File: config.mk
export PLATFORM = sky130hd
export DESIGN_NAME = fetch_unit_flat
export DESIGN_NICKNAME = d
export VERILOG_FILES = /design/src/rtl/arm_pkg.sv /design/src/rtl/fetch_unit_if.sv /design/src/rtl/fetch_unit_fifo.sv /design/src/rtl/fetch_unit.sv /design/src/flat_wrapper.sv
export SDC_FILE = /design/constraint.sdc
export NUM_CORES = 1
export LEC_CHECK = 0
export BUFFER_PORTS_ARGS = -buffer_cell sky130_fd_sc_hd__buf_2
export CAP_MARGIN = 10
export CORE_ASPECT_RATIO = 2
export CORE_UTILIZATION = 40
export DETAILED_ROUTE_END_ITERATION = 12
export PLACE_DENSITY = 0.59
export REMOVE_ABC_BUFFERS = 1
export SLEW_MARGIN = 30
export SYNTH_ARGS = -nofsm -noshare
export SYNTH_HDL_FRONTEND = slang
export SYNTH_SLANG_ARGS = --single-unit
File: constraint.sdc
create_clock -name clk -period 11.5 [get_ports clk]
set_clock_uncertainty 0.2 [all_clocks]
set_input_delay 2.3 -clock clk [delete_from_list [all_inputs] [get_ports clk]]
set_output_delay 2.3 -clock clk [all_outputs]
set_load 0.01 [all_outputs]
File: src/rtl/arm_pkg.sv
// arm_pkg: shared fetch constants and prefetch buffer entry type
package arm_pkg;
    localparam logic [31:0] RESET_PC_DEFAULT = 32'h0000_0000;
    typedef struct packed {
        logic [31:0] instr;
        logic [31:0] pc;
    } fetch_entry_t;
endpackage

File: src/rtl/fetch_unit_if.sv
// fetch_unit_if: instruction memory bus, decode handshake and redirect signals
interface fetch_unit_if;
    logic        PCSrc;
    logic [31:0] Result;
    logic        IReq;
    logic [31:0] IAddr;
    logic        IGnt;
    logic        IRValid;
    logic [31:0] IRData;
    logic [31:0] Instr;
    logic        InstrValid;
    logic        InstrReady;
    logic [31:0] PCPlus8;
    modport master (
        input  PCSrc, Result, IGnt, IRValid, IRData, InstrReady,
        output IReq, IAddr, Instr, InstrValid, PCPlus8
    );
    modport slave (
        output PCSrc, Result, IGnt, IRValid, IRData, InstrReady,
        input  IReq, IAddr, Instr, InstrValid, PCPlus8
    );
endinterface

File: src/rtl/fetch_unit_fifo.sv
// fetch_fifo: circular prefetch buffer with synchronous flush
module fetch_fifo
    import arm_pkg::*;
#(
    parameter int  DEPTH = 2,
    localparam int CW    = $clog2(DEPTH + 1),
    localparam int AW    = $clog2(DEPTH)
) (
    input  logic          clk,
    input  logic          reset,
    input  logic          flush,
    input  logic          push,
    input  fetch_entry_t  din,
    input  logic          pop,
    output fetch_entry_t  head,
    output logic          empty,
    output logic [CW-1:0] count
);
    fetch_entry_t  mem [DEPTH];
    logic [AW-1:0] rd, wr;
    logic          do_push, do_pop;

    function automatic logic [AW-1:0] nxt(input logic [AW-1:0] p);
        return (p == AW'(DEPTH - 1)) ? '0 : p + AW'(1);
    endfunction

    assign empty   = count == '0;
    assign do_pop  = pop && !empty;
    assign do_push = push && (count != CW'(DEPTH) || do_pop);
    assign head    = mem[rd];

    // storage write; slots outside rd..wr are don't-care so no reset is needed
    always_ff @(posedge clk)
        if (do_push) mem[wr] <= din;

    // pointers and occupancy; flush empties the buffer in one cycle
    always_ff @(posedge clk) begin
        if (reset || flush) begin
            rd    <= '0;
            wr    <= '0;
            count <= '0;
        end else begin
            if (do_push) wr <= nxt(wr);
            if (do_pop) rd <= nxt(rd);
            count <= count + CW'(do_push) - CW'(do_pop);
        end
    end
endmodule

File: src/rtl/fetch_unit.sv
// fetch_unit: prefetching fetch stage with in-order response tracking and redirect drain
module fetch_unit
    import arm_pkg::*;
#(
    parameter logic [31:0] RESET_PC = RESET_PC_DEFAULT,
    parameter int          DEPTH    = 2,
    localparam int         CW       = $clog2(DEPTH + 1)
) (
    input logic          clk,
    input logic          reset,
    fetch_unit_if.master bus
);
    logic [31:0]   fpc, rpc;
    logic [CW-1:0] outst, outst_n, drop, count;
    logic          xfer, rv, pop, redir, push, empty;
    fetch_entry_t  head, din;

    assign xfer    = bus.IReq && bus.IGnt;
    assign rv      = bus.IRValid && outst != '0;
    assign pop     = bus.InstrValid && bus.InstrReady;
    assign redir   = pop && bus.PCSrc;
    assign push    = rv && drop == '0 && !redir;
    assign outst_n = outst + CW'(xfer) - CW'(rv);
    assign din     = '{instr: bus.IRData, pc: rpc};

    assign bus.IReq       = !reset && (count + outst) < CW'(DEPTH);
    assign bus.IAddr      = fpc;
    assign bus.InstrValid = !reset && !empty;
    assign bus.Instr      = head.instr;
    assign bus.PCPlus8    = head.pc + 32'd8;

    fetch_fifo #(.DEPTH(DEPTH)) u_fifo (
        .clk   (clk),
        .reset (reset),
        .flush (redir),
        .push  (push),
        .din   (din),
        .pop   (pop),
        .head  (head),
        .empty (empty),
        .count (count)
    );

    // fpc tracks requests, rpc tracks the address of the next kept response
    always_ff @(posedge clk) begin
        if (reset) begin
            fpc   <= RESET_PC;
            rpc   <= RESET_PC;
            outst <= '0;
            drop  <= '0;
        end else begin
            fpc   <= redir ? (bus.Result & 32'hFFFF_FFFC) : xfer ? fpc + 32'd4 : fpc;
            rpc   <= redir ? (bus.Result & 32'hFFFF_FFFC) : push ? rpc + 32'd4 : rpc;
            outst <= outst_n;
            drop  <= redir ? outst_n : drop - CW'(rv && drop != '0);
        end
    end

    // a response with nothing outstanding is a memory protocol violation
    assert property (@(posedge clk) disable iff (reset) !(bus.IRValid && outst == '0));
endmodule
File: src/flat_wrapper.sv
// flat-port wrapper written by rule: the top's interface ports become plain ports
module fetch_unit_flat import arm_pkg::*;
#(
    parameter logic [31:0] RESET_PC = RESET_PC_DEFAULT,
    parameter int          DEPTH    = 2,
    localparam int         CW       = $clog2(DEPTH + 1)
)
  (clk, reset, bus_PCSrc, bus_Result, bus_IGnt, bus_IRValid, bus_IRData, bus_InstrReady, bus_IReq, bus_IAddr, bus_Instr, bus_InstrValid, bus_PCPlus8);
  fetch_unit_if bus_i ();
  input logic clk;
  input logic reset;
  input wire logic [$bits(bus_i.PCSrc)-1:0] bus_PCSrc;
  input wire logic [$bits(bus_i.Result)-1:0] bus_Result;
  input wire logic [$bits(bus_i.IGnt)-1:0] bus_IGnt;
  input wire logic [$bits(bus_i.IRValid)-1:0] bus_IRValid;
  input wire logic [$bits(bus_i.IRData)-1:0] bus_IRData;
  input wire logic [$bits(bus_i.InstrReady)-1:0] bus_InstrReady;
  output wire logic [$bits(bus_i.IReq)-1:0] bus_IReq;
  output wire logic [$bits(bus_i.IAddr)-1:0] bus_IAddr;
  output wire logic [$bits(bus_i.Instr)-1:0] bus_Instr;
  output wire logic [$bits(bus_i.InstrValid)-1:0] bus_InstrValid;
  output wire logic [$bits(bus_i.PCPlus8)-1:0] bus_PCPlus8;
  assign bus_i.PCSrc = bus_PCSrc;
  assign bus_i.Result = bus_Result;
  assign bus_i.IGnt = bus_IGnt;
  assign bus_i.IRValid = bus_IRValid;
  assign bus_i.IRData = bus_IRData;
  assign bus_i.InstrReady = bus_InstrReady;
  assign bus_IReq = bus_i.IReq;
  assign bus_IAddr = bus_i.IAddr;
  assign bus_Instr = bus_i.Instr;
  assign bus_InstrValid = bus_i.InstrValid;
  assign bus_PCPlus8 = bus_i.PCPlus8;
  fetch_unit #(.RESET_PC(RESET_PC), .DEPTH(DEPTH)) u_core (.clk(clk), .reset(reset), .bus(bus_i));
endmodule
==> out/summary.txt <==
Die Y: 212 microns
R2R cell count: 6
GP Congestion: 0.786
Crit path arrival time: 3.22 ns
DIE AREA: 22600 sq um
Worst slew margin: 0.425
Post-synth top cells: edfxtp_1 (124), dfxtp_1 (69), xor2_1 (66)
vias in the first global route: 5825
CTS buffer count: 17
TritonRoute pass-1 iters: 4
Worst Path Max Fanout: 57
first-pass GRT wire length: 29000 microns
proportion of layout cells with a drive suffix above 1: 0.288
P per Cell Area: 178 nW/um^2
Core Util, Final: 0.486
Max Freq: 175 MHz
Post-DP Area: 9860 sq um
grt total ovfl: 0
Buffers on Ports: 161
Hold Path End: u_core.u_fifo.mem[0][31]
RR Startpoint: u_core.bus.IAddr[4]
FFs w/ async S/R, synth: 0
FF+latch count, synth: 193
Syn Area/Cell: 12.2 sq um
Setup-failing EPs final: 0
Worst EP required: 9.00 ns
CTS max path bufs: 2
outcome: complete, no violations
initial drt markers: 224
Yosys warning count: 0
# Post-CTS Setup Buffers: 0
Hold Fails Final Rpt: 0
IO Count: 168
CP Launch Type: flip-flop
Routed Wire Length: 18300 microns
Crit Path Category: reg -> out
Clock Sinks: 193
Clock transition at path regs: 0.07 ns
fin crit period: 5.72 ns
R2R setup slack: 8.90 ns
setup TNS: 0 ns
sequential share of the synthesized area: 0.581
total core area: 21500 sq um
Worst-Margin Slew: 0.863 ns
Final Cell Area: 10400 sq um
post-route insts no fill: 1167
Post-DRT Antenna Nets: 0
post_cts resized: 0
Static Leak: 3.85 nW
count leader, synth: edfxtp_1
synth-to-layout area growth: 18.8%
Die X: 107 microns
RSZ-0062 raised after global routing: no
Worst-Skew Late Latency: 0.44 ns
H-tree Lvls: 4
Post-Synthesis Cells: 722
cell taking the most area after synthesis: edfxtp_1
worst hold path class: reg -> reg
crit share post-route: 0.497
area share of the largest cell type after synthesis: 0.424
dpl cells: 1134
CTS tree: yes
post-DR wirelength/cell: 15.7 microns
DP HPWL: 13200 microns
maxcap violations: 0
Initial Utilization: 0.409
worst hold stages: 0
Netlist Area Pre-Place: 8790 sq um
via count: 5890
Post-synth EDFFs: 124
Nets: 958
Hold Buf Count CTS: 0
Final Max Slew Viols: 0
Post-route DRC: 0
prevailing post-synth register cell: edfxtp_1
Std-Cell Rows: 76
critical path endpoint category: output pin
Area contributors post-synth: edfxtp_1 (42%), dfxtp_1 (16%), xor2_1 (6.6%), mux2_2 (4.5%), xnor2_1 (3.5%)
CTS Root Cell: clkbuf_16
Via density: 5.05
post-synth cell types: 55
Peak supply drop: 0.130 mV
largest net degree at the start of global routing: 63
Hold Startpoint: u_core.rpc[31]
GRT Total Usage: 0.169
initial antenna violation count: 1
r2r endpoint: u_core.bus.IAddr[28]
==> cell usage in the layout (no fill, tap or decap), types with 8 or more instances in the layout <==
cell,synthesis,routed
nor2_1,27,25
nand3_1,36,36
a21oi_1,57,57
o21bai_1,24,24
buf_2,8,161
dfxtp_1,69,68
inv_1,13,13
nand2_1,51,50
edfxtp_1,124,124
clkbuf_16,0,18
xnor2_1,35,35
and3_1,20,20
nand4_1,22,22
xor2_1,66,66
mux2_2,35,35
ha_1,8,8
o21ai_0,9,9
mux2i_1,26,26
==> cell type report <==
cell class | count | area, sq um
fill | 2058 | 11000
sequential | 193 | 5110
multi-input combinational | 487 | 3500
timing repair buffer | 168 | 858
clock buffer | 19 | 464
tap | 273 | 342
clock inverter | 13 | 114
inverter | 13 | 48.8
antenna | 1 | 2.50
==> per-layer routing <==
metal / track usage / part of all wire / vias to the layer above / wire (microns)
met1: 0.170 / 0.37 / 2761 / 6860
met4: 0.0916 / 0.028 / 0 / 507
li1: - / - / 2946 / -
met3: 0.0296 / 0.038 / 29 / 704
met2: 0.321 / 0.56 / 154 / 10300
met5: 0 / 0 / - / 0
==> worst max-delay path: stages (launching register included) <==
cell     delay, ns
dfxtp_4       0.56
buf_4         0.66
nand4_1       0.14
o21ai_1       0.30
nand4_2       0.35
nor4b_2       0.40
xnor2_1       0.17
buf_2         0.16
==> flip-flops by register name, indices dropped and copies added (netlist names), named ones only <==
| register | cells |
|---|---|
| u_core.bus.IAddr | 30 |
| u_core.drop | 2 |
| u_core.u_fifo.mem | 124 |
| u_core.u_fifo.wr | 1 |
| u_core.u_fifo.count | 2 |
| u_core.rpc | 30 |
| u_core.outst | 2 |
| u_core.u_fifo.rd | 1 |
==> logic make-up after synthesis <==
group	Yosys count	share of synthesized area
AND/OR/NAND/NOR	203	0.130
flip-flops	193	0.581
AO/OA/AOI/OAI	110	0.0773
XOR/XNOR	101	0.101
multiplexers	61	0.0745
buffers and inverters	45	0.0242
adder cells (fa/ha/maj)	8	0.0114
other	1	0.000427
==> stage by stage <==
step | total power, W | hold slack [ns] | setup slack [ns]
floorplan | 0.00116 | 0.245 | 4.96
global placement | 0.00130 | 0.257 | 5.95
detailed placement | 0.00131 | 0.269 | 5.93
CTS | 0.00189 | 0.287 | 5.65
global route | 0.00195 | 0.302 | 5.48
finish | 0.00186 | 0.280 | 5.78
==> worst max-delay path by stage <==
stage / endpoint / startpoint / cells after the start
CTS: bus_PCPlus8[28] / flip-flop / 7
floorplan: bus_PCPlus8[31] / flip-flop / 9
global placement: bus_IReq / reset / 4
finish: bus_PCPlus8[28] / flip-flop / 7
detailed placement: bus_IReq / reset / 4
global route: bus_PCPlus8[26] / flip-flop / 7
==> report_power, final <==
part | internal, W | switching [W] | leakage, nW | total (W)
Sequential | 0.000849 | 0.0000613 | 1.71 | 0.000911
Combinational | 0.000161 | 0.000212 | 1.85 | 0.000373
Clock | 0.000303 | 0.000269 | 0.292 | 0.000573
No activity file was read; power rests on OpenSTA's default activity.
